--- src/rtl/pipe_stage_chain_pkg.sv ---
// Shared types and helpers for the parametrised pipeline stage chain.
// Supports chains up to 64 stages deep (popcount operand width).
package pipe_pkg;

   typedef enum logic [1:0] {
      SEL_FLUSH,
      SEL_HOLD,
      SEL_BUBBLE,
      SEL_LOAD
   } stage_sel_e;

   function automatic int unsigned clamp_hold(input int unsigned hold, input int unsigned depth);
      return (hold > depth) ? depth : hold;
   endfunction

   function automatic int unsigned popcount(input logic [63:0] vec);
      int unsigned n;
      n = 0;
      for (int i = 0; i < 64; i++) begin
         n += 32'(vec[i]);
      end
      return n;
   endfunction

endpackage

--- src/rtl/pipe_stage_chain_if.sv ---
// Handshake/data bundle between a pipeline controller and one stage chain.
interface pipe_stage_chain_if #(
   parameter int unsigned WIDTH = 32,
   parameter int unsigned DEPTH = 4
);
   localparam int unsigned HW = $clog2(DEPTH + 1);

   logic [WIDTH-1:0]             in;
   logic                         in_valid;
   logic [HW-1:0]                hold_upto;
   logic [DEPTH-1:0]             flush;
   logic [DEPTH-1:0][WIDTH-1:0]  out;
   logic [DEPTH-1:0]             out_valid;
   logic                         in_ready;
   logic [HW-1:0]                occupancy;

   modport master (
      output in, in_valid, hold_upto, flush,
      input  out, out_valid, in_ready, occupancy
   );

   modport slave (
      input  in, in_valid, hold_upto, flush,
      output out, out_valid, in_ready, occupancy
   );
endinterface

--- src/rtl/pipe_stage_chain_stage.sv ---
// One pipeline stage: a data+valid register whose next value is picked by the stage select.
module pipe_stage
   import pipe_pkg::*;
#(
   parameter int unsigned     WIDTH     = 32,
   parameter logic [WIDTH-1:0] RESET_VAL = '0
) (
   input  logic             clk,
   input  logic             reset,
   input  stage_sel_e       sel,
   input  logic [WIDTH-1:0] load_data,
   input  logic             load_valid,
   output logic [WIDTH-1:0] data,
   output logic             valid
);

   logic [WIDTH:0] reg_q;

   always_ff @(posedge clk or negedge reset) begin
      if (!reset) begin
         reg_q <= {1'b0, RESET_VAL};
      end else begin
         case (sel)
            SEL_HOLD:   reg_q <= reg_q;
            SEL_LOAD:   reg_q <= {load_valid, load_data};
            default:    reg_q <= {1'b0, RESET_VAL};
         endcase
      end
   end

   assign data  = reg_q[WIDTH-1:0];
   assign valid = reg_q[WIDTH];

endmodule

--- src/rtl/pipe_stage_chain.sv ---
// Parametrised pipeline shift chain with per-stage valid, stall boundary with bubble,
// per-stage flush and registered occupancy.
module pipe_stage_chain
   import pipe_pkg::*;
#(
   parameter int unsigned      WIDTH     = 32,
   parameter int unsigned      DEPTH     = 4,
   parameter logic [WIDTH-1:0] RESET_VAL = '0
) (
   input  logic              clk,
   input  logic              reset,
   pipe_stage_chain_if.slave bus
);

   localparam int unsigned HW = $clog2(DEPTH + 1);

   logic [HW-1:0]    h_eff;
   stage_sel_e       sel [DEPTH];
   logic [WIDTH-1:0] stage_data [DEPTH];
   logic [WIDTH-1:0] ld_data [DEPTH];
   logic [DEPTH-1:0] ld_valid;
   logic [DEPTH-1:0] stage_valid;
   logic [DEPTH-1:0] valid_nxt;
   logic [HW-1:0]    occupancy_q;

   assign h_eff        = HW'(clamp_hold(32'(bus.hold_upto), DEPTH));
   assign bus.in_ready = (h_eff == '0);

   // Flush beats hold beats bubble beats load.
   always_comb begin
      for (int unsigned k = 0; k < DEPTH; k++) begin
         sel[k] = SEL_LOAD;
         if (bus.flush[k]) begin
            sel[k] = SEL_FLUSH;
         end else if (k < 32'(h_eff)) begin
            sel[k] = SEL_HOLD;
         end else if ((k == 32'(h_eff)) && (h_eff != '0)) begin
            sel[k] = SEL_BUBBLE;
         end
      end
   end

   for (genvar k = 0; k < DEPTH; k++) begin : g_stage
      if (k == 0) begin : g_head
         assign ld_data[k]  = bus.in;
         assign ld_valid[k] = bus.in_valid;
      end else begin : g_body
         assign ld_data[k]  = stage_data[k-1];
         assign ld_valid[k] = stage_valid[k-1];
      end

      assign valid_nxt[k] = (sel[k] == SEL_LOAD) ? ld_valid[k] :
                            (sel[k] == SEL_HOLD) ? stage_valid[k] : 1'b0;

      pipe_stage #(
         .WIDTH     (WIDTH),
         .RESET_VAL (RESET_VAL)
      ) u_stage (
         .clk        (clk),
         .reset      (reset),
         .sel        (sel[k]),
         .load_data  (ld_data[k]),
         .load_valid (ld_valid[k]),
         .data       (stage_data[k]),
         .valid      (stage_valid[k])
      );

      assign bus.out[k] = stage_data[k];
   end

   // Counting the next-state vector keeps occupancy aligned with out_valid after each edge.
   always_ff @(posedge clk or negedge reset) begin
      if (!reset) begin
         occupancy_q <= '0;
      end else begin
         occupancy_q <= HW'(popcount(64'(valid_nxt)));
      end
   end

   assign bus.out_valid = stage_valid;
   assign bus.occupancy = occupancy_q;

endmodule

--- src/flat_wrapper.sv ---
// flat-port wrapper written by rule: the top's interface ports become plain ports
module pipe_stage_chain_flat import pipe_pkg::*;
#(
   parameter int unsigned      WIDTH     = 32,
   parameter int unsigned      DEPTH     = 4,
   parameter logic [WIDTH-1:0] RESET_VAL = '0
)
  (clk, reset, bus_in, bus_in_valid, bus_hold_upto, bus_flush, bus_out, bus_out_valid, bus_in_ready, bus_occupancy);
  pipe_stage_chain_if #(.WIDTH(WIDTH), .DEPTH(DEPTH)) bus_i ();
  input  logic clk;
  input  logic reset;
  input wire logic [$bits(bus_i.in)-1:0] bus_in;
  input wire logic [$bits(bus_i.in_valid)-1:0] bus_in_valid;
  input wire logic [$bits(bus_i.hold_upto)-1:0] bus_hold_upto;
  input wire logic [$bits(bus_i.flush)-1:0] bus_flush;
  output wire logic [$bits(bus_i.out)-1:0] bus_out;
  output wire logic [$bits(bus_i.out_valid)-1:0] bus_out_valid;
  output wire logic [$bits(bus_i.in_ready)-1:0] bus_in_ready;
  output wire logic [$bits(bus_i.occupancy)-1:0] bus_occupancy;
  assign bus_i.in = bus_in;
  assign bus_i.in_valid = bus_in_valid;
  assign bus_i.hold_upto = bus_hold_upto;
  assign bus_i.flush = bus_flush;
  assign bus_out = bus_i.out;
  assign bus_out_valid = bus_i.out_valid;
  assign bus_in_ready = bus_i.in_ready;
  assign bus_occupancy = bus_i.occupancy;
  pipe_stage_chain #(.WIDTH(WIDTH), .DEPTH(DEPTH), .RESET_VAL(RESET_VAL)) u_core (.clk(clk), .reset(reset), .bus(bus_i));
endmodule
--- config.mk ---
export PLATFORM = sky130hd
export DESIGN_NAME = pipe_stage_chain_flat
export DESIGN_NICKNAME = d
export VERILOG_FILES = /design/src/rtl/pipe_stage_chain_pkg.sv /design/src/rtl/pipe_stage_chain_if.sv /design/src/rtl/pipe_stage_chain_stage.sv /design/src/rtl/pipe_stage_chain.sv /design/src/flat_wrapper.sv
export SDC_FILE = /design/constraint.sdc
export NUM_CORES = 1
export LEC_CHECK = 0
export BUFFER_PORTS_ARGS = -buffer_cell sky130_fd_sc_hd__buf_2
export CAP_MARGIN = 20
export CORE_MARGIN = 8
export CORE_UTILIZATION = 45
export DETAILED_ROUTE_END_ITERATION = 8
export PLACE_DENSITY_LB_ADDON = 0.05
export SYNTH_ARGS = -nofsm -noshare
export SYNTH_HDL_FRONTEND = slang
export SYNTH_SLANG_ARGS = --single-unit
--- constraint.sdc ---
create_clock -name clk -period 2.3 [get_ports clk]
set_input_delay 0.23 -clock clk [delete_from_list [all_inputs] [get_ports clk]]
set_output_delay 0.23 -clock clk [all_outputs]
set_load 0.01 [all_outputs]
Word level (Yosys, flattened, before mapping)
Index checks and enable logic that the tools add are counted.
{"block": "classes", "eq_ne": 11, "n_reduce_logical": 6, "add_sub_neg": 3, "mux": 25, "order_cmp": 5}
{"cell": "$pmux W33 S2", "n": 4}
{"cell": "$mux W2", "n": 8}
{"cell": "$mux W1", "n": 12}
{"cell": "$eq A2 B1 Y1 const B", "n": 4}
{"cell": "$eq A2 B2 Y1 const B", "n": 4}
{"cell": "$add A3 B1 Y3", "n": 2}
{"cell": "$eq A2 B3 Y1 const A", "n": 2}
{"cell": "$lt A1 B3 Y1 const A", "n": 2}
{"cell": "$lt A2 B3 Y1 const A", "n": 2}
{"cell": "$logic_and A1 B1 Y1", "n": 4}
{"cell": "$eq A1 B3 Y1 const A", "n": 1}
{"cell": "$gt A3 B3 Y1 const B", "n": 1}
{"cell": "$logic_not A3 Y1", "n": 1}
{"cell": "$mux W3", "n": 1}
{"cell": "$reduce_bool A3 Y1", "n": 1}
{"cell": "$add A1 B1 Y2", "n": 1}
{"block": "word_totals", "wordCells": 55, "regBits": 135}

Logic depth before layout (Yosys ltp)
Gate-level depths: netlist of run 1.
{"block": "depth", "ltp_word": 13, "depth_mapped": 8}

Cells and area by module
Synthesis of run 1 repeated with hierarchy kept, for this count alone.
{"block": "hier_totals", "hier_cells": 458, "area_unflattened_um2": 6067.1}
{"module": "pipe_stage", "area_each_um2": 1445.1, "cells_per_inst": 106, "n_inst": 4, "seq_area_each_um2": 825.8}
{"module": "pipe_stage_chain", "area_each_um2": 286.5, "cells_per_inst": 34, "n_inst": 1, "seq_area_each_um2": 75.1}

Worst setup path before layout of run 1
No wires, ideal clock.
{"block": "synth_path", "path_kind": "in2reg", "start": "input bus_hold_upto[2]", "end": "register u_core.occupancy_q[1] (netlist: u_core.bus.occupancy[1])", "required_time_ps": 2174, "cell_stages": 8, "setup_ps": 126, "slack_ps": 279, "arrival_ps": 1895, "path_cell_list": "or3_1 -> buf_2 -> clkinv_4 -> nand2_1 -> a21oi_1 -> ha_1 -> fa_1 -> ha_1"}
{"block": "synth_via", "elab_chain_cells": 13}
{"item": "from (decl)", "line_no": "flat_wrapper.sv:14", "source": "input wire logic [$bits(bus_i.hold_upto)-1:0] bus_hold_upto;"}
{"item": "$gt A3 B3 Y1", "line_no": "pipe_stage_chain_pkg.sv:13", "source": "return (hold > depth) ? depth : hold;"}
{"item": "$mux W3 (*)", "line_no": "pipe_stage_chain_pkg.sv:13"}
{"item": "$eq A1 B3 Y1, or another cell as far along", "line_no": "pipe_stage_chain.sv:37", "source": "end else if ((k == 32'(h_eff)) && (h_eff != '0)) begin"}
{"item": "$logic_and A1 B1 Y1", "line_no": "pipe_stage_chain.sv:37"}
{"item": "$mux W1", "line_no": "pipe_stage_chain.sv:37"}
{"item": "$mux W2", "line_no": "pipe_stage_chain.sv:35", "source": "end else if (k < 32'(h_eff)) begin"}
{"item": "$mux W2", "line_no": "pipe_stage_chain.sv:33", "source": "if (bus.flush[k]) begin"}
{"item": "$eq A2 B1 Y1", "line_no": "pipe_stage_chain.sv:53", "source": "(sel[k] == SEL_HOLD) ? stage_valid[k] : 1'b0;"}
{"item": "$mux W1", "line_no": "pipe_stage_chain.sv:53"}
{"item": "$mux W1", "line_no": "pipe_stage_chain.sv:52", "source": "assign valid_nxt[k] = (sel[k] == SEL_LOAD) ? ld_valid[k] :"}
{"item": "$add A1 B1 Y2", "line_no": "pipe_stage_chain_pkg.sv:20", "source": "n += 32'(vec[i]);"}
{"item": "$add A3 B1 Y3", "line_no": "pipe_stage_chain_pkg.sv:20"}
{"item": "$add A3 B1 Y3 (*)", "line_no": "pipe_stage_chain_pkg.sv:20"}
{"item": "to (signal assigned)", "line_no": "pipe_stage_chain.sv:76", "source": "occupancy_q <= HW'(popcount(64'(valid_nxt)));"}
{"item": "to (decl)", "line_no": "pipe_stage_chain.sv:24", "source": "logic [HW-1:0] occupancy_q;"}
Mark *: on every way between the ends. The rest lies on a longest branch, timed or not.
A chain may end at the register's enable or synchronous reset.

Worst setup path in the final report of run 1
{"block": "layout_path", "start": "input bus_hold_upto[1]", "end": "register u_core.occupancy_q[1] (netlist: u_core.bus.occupancy[1])"}
The elaborated chain is that of the path after synthesis.

==> results.json, run 1 <==
{
  "crit_type": "in -> reg",
  "slew_violations": 0,
  "ys_warn_count": 0,
  "worst-path-max-fanout": 5,
  "drc_errors": 0,
  "worst_path_max_delay_cell": "or3_1",
  "design.core.area_um2": 12100,
  "synth_most_common_cell": "dfrtp_1",
  "crit_chain": "buf_2 -> or3_1 -> clkinv_4 -> nand2_1 -> a21oi_1 -> ha_1 -> fa_1 -> ha_1",
  "ys_seq_area_share_pct": 60.4,
  "seqPwrFrac_pct": 46.4,
  "critPathTopFamily": "adder cells",
  "post-cts-setup-buffers": 0,
  "outcome": "finished, final reports clean",
  "synth-edff-count": 0,
  "netlist_area_um2": 5590,
  "cts.sink_count": 135,
  "htreeDepth": 4,
  "syn_inst": 565,
  "slowest_delay_ns": 0.45,
  "cts_root_buf": "clkbuf_16",
  "hold_viol_final": 0,
  "internal-power_mw": 4.07,
  "die-width_um": 127,
  "grt.overflow.total": 0,
  "syn_nets": 610,
  "fin_cells": 904,
  "ys_ff_latch": 135,
  "cp-start-kind": "input port",
  "synthFlopType": "dfrtp_1",
  "net-switching-power_mw": 1.15,
  "endpoint_kind": "flip-flop",
  "period_needed_ns": 1.78,
  "cp_data_required_time_ns": 2.59,
  "worst-path-buf-inv": 2,
  "num-fill-cells": 1100,
  "routed_wl_um": 16000,
  "nNetsFinal": 769,
  "cp_common_cell": "ha_1",
  "fin_crit_sh_pct": 77.2,
  "cts_made_buffers": 17,
  "powerDensity_nw_per_um2": 730,
  "rows": 40,
  "worst_clock_skew_ns": 0.00345,
  "place_inst": 872,
  "async_flop_share_pct": 100,
  "comb_power_share_pct": 6.2,
  "grt_pass1_vias": 4847,
  "tightest_slew_ns": 0.692,
  "clk_pin_slew_ns": 0.05,
  "track_usage_pct": 20.3,
  "antenna_left": 0,
  "yosys.area.top_type": "dfrtp_1",
  "clk_latency_ns": 0.41,
  "drt_iter0_markers": 258,
  "power_frac_clock_pct": 47.4,
  "areaGrowthSynthToFinish_pct": 27.9,
  "sw_frac_of_total_pct": 22.0,
  "synth.area.top_cells": "dfrtp_1 (60%), a21oi_1 (9.1%), nand2_1 (8.9%)",
  "dieHeight_um": 127,
  "grt_max_degree": 70,
  "clk_path_buf_depth": 2,
  "synth_common_cells": "dfrtp_1 (135), nand2_1 (133), a21oi_1 (102)",
  "rsz0062_at_grt": "no",
  "diodes": 0,
  "vias": 4666,
  "irDropWorstVdd_mv": 0.391,
  "gp_congestion": 0.829,
  "viasPerCell": 5.16,
  "arrival_ns": 2.06,
  "antenna_found_initial": 0,
  "numPortBuffers": 177,
  "tns_ns": 0,
  "setup_viol": 0,
  "syn_avg_cell_area_um2": 9.90,
  "wire_per_inst_um": 17.7,
  "grt_pass1_wl_um": 25900,
  "dieArea_um2": 16300,
  "drt_first_pass_iters": 5,
  "pin_count": 178,
  "drive_above_1_share_pct": 30.2,
  "initial_utilization_pct": 46.4,
  "slew_headroom_pct": 53.9,
  "clock.fmax_mhz": 563,
  "hp-class": "in -> reg",
  "power_leakage_nw": 3.55,
  "dp_hpwl_um": 11400,
  "max-cap-violations": 0,
  "synth_top_cell_area_share_pct": 60.4,
  "ys_types": 17,
  "cts_tree": "yes"
}
## cells by family (layout without fill, tap and decap cells)
group,after synthesis,count (layout),share of synthesized area (%)
adder cells (fa/ha/maj),3,3,0.805
buffers and inverters,55,226,4.74
flip-flops,135,135,60.4
AO/OA/AOI/OAI,136,136,13.7
AND/OR/NAND/NOR,236,236,20.4
## path summary, 6_finish.rpt
kind / startpoint / to / slack [ns] / cells after the start
worst max-delay path: bus_hold_upto[1] / u_core.bus.occupancy[1] / 0.52 / 8
worst min-delay path: bus_in[1] / u_core.g_stage[0].u_stage.reg_q[1] / 0.05 / 3
worst max register to register: u_core.g_stage[0].u_stage.reg_q[32] / u_core.bus.occupancy[1] / 0.59 / 5
worst min register to register: u_core.g_stage[3].u_stage.reg_q[17] / u_core.g_stage[3].u_stage.reg_q[17] / 0.52 / 2
max in group asynchronous: reset / u_core.g_stage[1].u_stage.reg_q[13] / 1.34 / 3
min in group asynchronous: reset / u_core.g_stage[3].u_stage.reg_q[29] / 0.32 / 2
## cell usage in the layout, fill, tap and decap left out
cell type,Yosys,final
buf_12,0,2
clkinv_2,0,2
clkbuf_1,31,5
a21o_1,1,1
clkinv_4,1,1
a21oi_1,102,102
buf_4,4,14
dfrtp_1,135,135
or2_2,1,1
nand2_1,133,133
clkbuf_16,0,17
clkbuf_8,0,7
dlygate4sd3_1,0,1
buf_6,3,1
or3_1,1,1
fa_1,1,1
nor2_4,0,1
ha_1,2,2
nand3b_1,66,66
nor2_1,35,34
buf_2,13,176
a22oi_1,33,33
## stage by stage
| step | power (mW) | cell area, um2 | hold WS [ns] | utilization (%) | setup WS, ns |
|---|---|---|---|---|---|
| after floorplan | 2.62 | 5590 | -0.0656 | - | 0.279 |
| after global placement | 2.79 | 6590 | 0.188 | 54.6 | 0.148 |
| after detailed placement | 2.79 | 6590 | 0.193 | 54.6 | 0.121 |
| after CTS | 5.27 | 7150 | 0.0343 | 59.3 | 0.529 |
| after global routing | 5.43 | 7150 | 0.0399 | 59.3 | 0.474 |
| final | 5.22 | 7150 | 0.0509 | 59.3 | 0.524 |
## flip-flops by register name, summed over array words and instances (netlist names)
name and flops:
u_core.bus.occupancy 3, u_core.g_stage.u_stage.reg_q 132
## power by group through the flow
stage               sequential, mW  clock [mW]  combinational [mW]
floorplan                     2.47           0               0.155
CTS                           2.42        2.52               0.333
finish                        2.42        2.48               0.325
global placement              2.46           0               0.327
detailed placement            2.46           0               0.330
global route                  2.42        2.64               0.361
## routing by layer
| metal | GRT usage (%) | share of wire (%) |
|---|---|---|
| met2 | 33.4 | 49 |
| met4 | 6.65 | 1.1 |
| met3 | 6.78 | 7.3 |
| met5 | 0 | 0 |
| met1 | 24.6 | 43 |
## worst reg2reg max path: stages, from the launching register on
cell,delay [ns]
dfrtp_1,0.37
nand3b_1,0.11
a21oi_1,0.17
ha_1,0.26
fa_1,0.40
ha_1,0.28
## timing repair
action,CTS,global route
endpoints found under the hold margin,45,0
gates resized for setup,0,0
hold buffers,1,0
## final cells by class
class / count / area, um2 / area share [%]
multi-input combinational: 375 / 1960 / 27.4
sequential: 135 / 3380 / 47.2
inverter: 1 / 8.76 / 0.122
tap: 168 / 210 / 2.94
timing repair buffer: 194 / 1050 / 14.6
clock inverter: 2 / 10.0 / 0.140
clock buffer: 29 / 541 / 7.56
Power figures use the tool's default switching activity.
==> run 2, diff against run 1 <==
==> constraint.sdc (replaced) <==
create_clock -name clk -period 1.62 [get_ports clk]
set_input_delay 0.162 -clock clk [delete_from_list [all_inputs] [get_ports clk]]
set_output_delay 0.162 -clock clk [all_outputs]
set_load 0.01 [all_outputs]
==> results.json, run 2 (synthesis results as in run 1) <==
{
  "outcome": "finished, violations left",
  "violations": "negative setup slack",
  "cp_data_required_time_ns": 1.92,
  "drt_iter0_markers": 467,
  "hold_path.startpoint": "bus_in_valid",
  "drive_above_1_share_pct": 29.8,
  "dp_hpwl_um": 11500,
  "worst_clock_skew_ns": 0.00453,
  "worst-path-max-fanout": 3,
  "fin_crit_sh_pct": 102,
  "tightest_slew_ns": 0.732,
  "fin_cells": 942,
  "nNetsFinal": 807,
  "dieArea_um2": 16300,
  "numPortBuffers": 177,
  "crit_type": "reg -> reg",
  "slew_violations": 0,
  "clk_latency_ns": 0.41,
  "setup_ws_ns": -0.0244,
  "dieHeight_um": 127,
  "cts_made_buffers": 17,
  "hold_path_depth": 3,
  "gp_congestion": 0.810,
  "arrival_ns": 1.95,
  "antenna_left": 0,
  "top_register": "u_core.g_stage.u_stage.reg_q",
  "cts_tree": "yes",
  "die-width_um": 127,
  "reg2reg_from": "u_core.g_stage[0].u_stage.reg_q[32]",
  "net-switching-power_mw": 1.70,
  "areaGrowthSynthToFinish_pct": 34.5,
  "cts_root_buf": "clkbuf_16",
  "irDropWorstVdd_mv": 0.526,
  "clock.fmax_mhz": 608,
  "hp-class": "in -> reg",
  "dp_slack_ns": -0.407,
  "wire_per_inst_um": 18.9,
  "r2r_setup_slack_ns": -0.02,
  "rsz0062_at_grt": "yes",
  "routed_wl_um": 17800,
  "comb_power_share_pct": 7.6,
  "sw_frac_of_total_pct": 23.0,
  "power_leakage_nw": 3.70,
  "pin_count": 178,
  "slew_headroom_pct": 51.2,
  "drt_first_pass_iters": 5,
  "track_usage_pct": 22.2,
  "internal-power_mw": 5.68,
  "cp-start-kind": "flip-flop",
  "reg2reg_depth": 5,
  "final_common_cell": "buf_2",
  "hold_viol_final": 0,
  "final_cell_mix": "buf_2 (176), dfrtp_1 (135), nand2_1 (132)",
  "viasPerCell": 5.28,
  "cts.sink_count": 135,
  "largest_reg_flops": 132,
  "hold_path_end": "u_core.g_stage[0].u_stage.reg_q[32]",
  "endpoint_kind": "flip-flop",
  "clk_path_buf_depth": 2,
  "drc_errors": 0,
  "design.core.area_um2": 12100,
  "place_inst": 876,
  "power_frac_clock_pct": 45.7,
  "seqPwrFrac_pct": 46.7,
  "r2r_end": "u_core.bus.occupancy[1]",
  "rows": 40,
  "clk_pin_slew_ns": 0.05,
  "grt.overflow.total": 0,
  "vias": 4970,
  "grt_pass1_wl_um": 28000,
  "max-cap-violations": 0,
  "powerDensity_nw_per_um2": 981,
  "setup_viol": 1,
  "initial_utilization_pct": 46.4,
  "period_needed_ns": 1.64,
  "htreeDepth": 4,
  "grt_max_degree": 67,
  "grt_pass1_vias": 5099,
  "antenna_found_initial": 2
}
==> run 2: repair_timing <==
| action | 4_1_cts | 5_1_grt |
|---|---|---|
| gates cloned | 0 | 0 |
| pin swaps | 3 | 5 |
| hold endpoints to repair | 66 | 0 |
| gates resized for setup | 1 | 2 |
| endpoints found under the setup margin | 1 | 2 |
| hold buffers | 34 | 0 |
| setup buffers | 1 | 0 |
==> run 2: worst max path at each step <==
stage / start / to / cells past startpoint
final: u_core.g_stage[0].u_stage.reg_q[32] / u_core.bus.occupancy[1] / 5
after global routing: u_core.g_stage[0].u_stage.reg_q[32] / u_core.bus.occupancy[1] / 5
after CTS: u_core.g_stage[0].u_stage.reg_q[32] / u_core.bus.occupancy[1] / 5
after detailed placement: bus_hold_upto[0] / u_core.bus.occupancy[1] / 7
after global placement: bus_hold_upto[0] / u_core.bus.occupancy[1] / 8
after floorplan: bus_hold_upto[0] / u_core.bus.occupancy[1] / 8
==> run 2: power by group through the flow <==
stage                     Combinational [mW]  Sequential (mW)  Clock, mW
final                                  0.562             3.44       3.37
after CTS                              0.564             3.44       3.42
after detailed placement               0.496             3.50          0
after global routing                   0.614             3.44       3.58
after global placement                 0.491             3.50          0
after floorplan                        0.224             3.50          0
==> run 2: critical path, cell delays in order (launching register included) <==
cell and delay [ns]:
dfrtp_1 0.38, nand3b_1 0.13, a21oi_2 0.17, ha_1 0.27, fa_2 0.38, ha_4 0.21
==> run 2: cell type report <==
cell class | count | area (um2)
clock buffers | 23 | 448
clock inverters | 6 | 55.1
repair buffers | 232 | 1420
inverters | 1 | 16.3
flip-flops and latches | 135 | 3380
multi-input cells | 375 | 1990
diodes | 2 | 5.00
fillers | 1052 | 4540
well taps | 168 | 210
==> run 2: per-stage QoR <==
stage                     total power [mW]  hold slack (ns)  setup TNS (ns)  cell area (um2)  util, %
after floorplan                       3.73           -0.134          -0.438             5620        -
after global placement                3.99           0.0898          -0.868             6650     55.1
after detailed placement              3.99           0.0897          -0.970             6650     55.1
after CTS                             7.42           0.0283               0             7500     62.2
after global routing                  7.63           0.0559         -0.0662             7520     62.3
final                                 7.37           0.0616         -0.0244             7520     62.3
==> run 2: layer usage <==
| metal | GRT usage (%) | part of all wire, % | vias up |
|---|---|---|---|
| met5 | 0 | 0 | - |
| met4 | 9.45 | 1.7 | 0 |
| met3 | 6.57 | 7.9 | 22 |
| met2 | 35.4 | 48 | 183 |
| met1 | 27.6 | 42 | 2444 |
| li1 | - | - | 2321 |
==> run 3, diff against run 2 <==
--- a/config.mk
+++ b/config.mk
@@ -7,10 +7,11 @@
 export LEC_CHECK = 0
 export BUFFER_PORTS_ARGS = -buffer_cell sky130_fd_sc_hd__buf_2
 export CAP_MARGIN = 20
-export CORE_MARGIN = 8
 export CORE_UTILIZATION = 45
 export DETAILED_ROUTE_END_ITERATION = 8
 export PLACE_DENSITY_LB_ADDON = 0.05
+export SLEW_MARGIN = 20
 export SYNTH_ARGS = -nofsm -noshare
 export SYNTH_HDL_FRONTEND = slang
+export SYNTH_HIERARCHICAL = 1
 export SYNTH_SLANG_ARGS = --single-unit
==> results.json, run 3 <==
{
  "hold_viol_final": 0,
  "final_util_pct": 59.2,
  "r2r_setup_slack_ns": -0.10,
  "synthFlopType": "dfrtp_1",
  "dp_hpwl_um": 9790,
  "dieArea_um2": 14000,
  "ys_warn_count": 6,
  "violations": "negative setup slack",
  "crit_type": "reg -> reg",
  "yosys.area.top_type": "dfrtp_1",
  "cts_tree": "yes",
  "ys_ff_latch": 135,
  "viasPerCell": 4.81,
  "design.core.area_um2": 13200,
  "final_common_cell": "buf_2",
  "total_power_mw": 7.43,
  "rows": 42,
  "num-fill-cells": 1157,
  "clk_latency_ns": 0.41,
  "pin_count": 178,
  "diodes": 0,
  "max-cap-violations": 0,
  "hold_path_end": "u_core/g_stage[0].u_stage/reg_q[22]",
  "nNetsFinal": 705,
  "largest_reg_flops": 132,
  "hp-class": "in -> reg",
  "gp_congestion": 0.924,
  "rsz0062_at_grt": "yes",
  "cts_made_buffers": 17,
  "syn_nets": 503,
  "hold_path_depth": 3,
  "final_cell_mix": "buf_2 (176), dfrtp_1 (135), mux2i_1 (132), nor2b_1 (132), buf_4 (28)",
  "cts_root_buf": "clkbuf_16",
  "powerDensity_nw_per_um2": 951,
  "areaGrowthSynthToFinish_pct": 28.7,
  "synth-edff-count": 0,
  "tns_ns": -0.154,
  "syn_avg_cell_area_um2": 13.2,
  "fin_crit_sh_pct": 106,
  "grt.overflow.total": 0,
  "cts.sink_count": 135,
  "syn_inst": 458,
  "r2r_end": "u_core/bus.occupancy[1]",
  "outcome": "finished, violations left",
  "setup_ws_ns": -0.104,
  "power_leakage_nw": 3.83,
  "clock.fmax_mhz": 580,
  "grt_max_degree": 43,
  "dp_slack_ns": -0.259,
  "grt_pass1_vias": 3977,
  "drive_above_1_share_pct": 37.4,
  "arrival_ns": 2.02,
  "worst_clock_skew_ns": 0.00546,
  "design_area_um2": 7810,
  "drc_errors": 0,
  "place_inst": 815,
  "synth.area.top_cells": "dfrtp_1 (56%), mux2i_1 (22%), nor2b_1 (14%)",
  "wire_per_inst_um": 16.3,
  "slew_headroom_pct": 74.3,
  "placed_area_um2": 7240,
  "ys_seq_area_share_pct": 55.7,
  "cp-start-kind": "flip-flop",
  "initial_utilization_pct": 46.0,
  "track_usage_pct": 21.0,
  "endpoint_kind": "flip-flop",
  "irDropWorstVdd_mv": 0.586,
  "drt_first_pass_iters": 5,
  "htreeDepth": 4,
  "numPortBuffers": 177,
  "reg2reg_depth": 6,
  "fin_cells": 845,
  "dieHeight_um": 118,
  "synth_common_cells": "dfrtp_1 (135), mux2i_1 (132), nor2b_1 (132)",
  "clk_pin_slew_ns": 0.05,
  "antenna_left": 0,
  "slew_violations": 0,
  "antenna_found_initial": 0,
  "worst-path-max-fanout": 4,
  "hold_path.startpoint": "bus_in[22]",
  "whs_ns": 0.0206,
  "die-width_um": 118,
  "netlist_area_um2": 6070,
  "setup_viol": 2,
  "tightest_slew_ns": 0.385,
  "reg2reg_from": "u_core/g_stage[0].u_stage/reg_q[32]",
  "ys_types": 23,
  "synth_top_cell_area_share_pct": 55.7,
  "cp_data_required_time_ns": 1.92,
  "routed_wl_um": 13800,
  "async_flop_share_pct": 100,
  "drt_iter0_markers": 131,
  "synth_most_common_cell": "dfrtp_1",
  "vias": 4066,
  "period_needed_ns": 1.72,
  "top_register": "u_core/g_stage.u_stage/reg_q",
  "clk_path_buf_depth": 2,
  "grt_pass1_wl_um": 22200
}
==> run 3: logic make-up (layout without fill, tap and decap cells) <==
kind of cell             after synthesis  after routing  share of synthesized area (%)
AND/OR/NAND/NOR                      144            144                           14.8
flip-flops                           135            135                           55.7
multiplexers                         132            132                           21.8
buffers and inverters                 35            246                           6.06
AO/OA/AOI/OAI                          9              9                          0.969
adder cells (fa/ha/maj)                3              3                          0.742
==> run 3: how the worst max path moves through the flow <==
stage,startpoint,end,slack [ns],cells past startpoint
after CTS,u_core/g_stage[0].u_stage/reg_q[32],u_core/bus.occupancy[1],-0.10,6
after global routing,u_core/g_stage[0].u_stage/reg_q[32],u_core/bus.occupancy[1],-0.17,6
after floorplan,u_core/g_stage[2].u_stage/reg_q[32],u_core/bus.occupancy[1],-0.15,6
after detailed placement,bus_hold_upto[2],u_core/bus.occupancy[1],-0.26,8
final,u_core/g_stage[0].u_stage/reg_q[32],u_core/bus.occupancy[1],-0.10,6
after global placement,bus_hold_upto[2],u_core/bus.occupancy[1],-0.19,8
==> run 3: layout make-up <==
| type | count | area [um2] | area share [%] |
|---|---|---|---|
| clock buffer | 23 | 478 | 6.12 |
| clock inverter | 5 | 50.0 | 0.641 |
| inverter | 5 | 18.8 | 0.240 |
| multi-input combinational | 288 | 2410 | 30.9 |
| sequential | 135 | 3380 | 43.3 |
| tap | 176 | 220 | 2.82 |
| timing repair buffer | 213 | 1250 | 16.0 |
==> run 3: routing by layer <==
metal	vias up	part of all wire, %	global-route usage [%]
li1	1927	-	-
met4	0	1.9	9.21
met5	-	0	0
met1	1991	45	27.5
met2	124	48	33.0
met3	24	4.8	5.43
==> run 3: where the power goes <==
part	internal [mW]	leakage (nW)	switching [mW]
Clock	2.18	0.264	1.29
Sequential	3.40	1.88	0.0177
Combinational	0.249	1.68	0.290
Total	5.83	3.83	1.60
==> run 3: critical path, stage by stage, from the launching register on <==
cell     delay, ns
dfrtp_1       0.38
nand3_1       0.09
a21o_1        0.18
fa_1          0.57
inv_2         0.05
ha_4          0.16
ha_4          0.20
==> run 3: timing repair <==
item / 4_1_cts / 5_1_grt
hold buffers: 1 / 0
endpoints found under the hold margin: 46 / 0
setup endpoints to repair: 3 / 3
gates resized for setup: 4 / 0
pin swaps: 4 / 1
setup buffers: 1 / 0
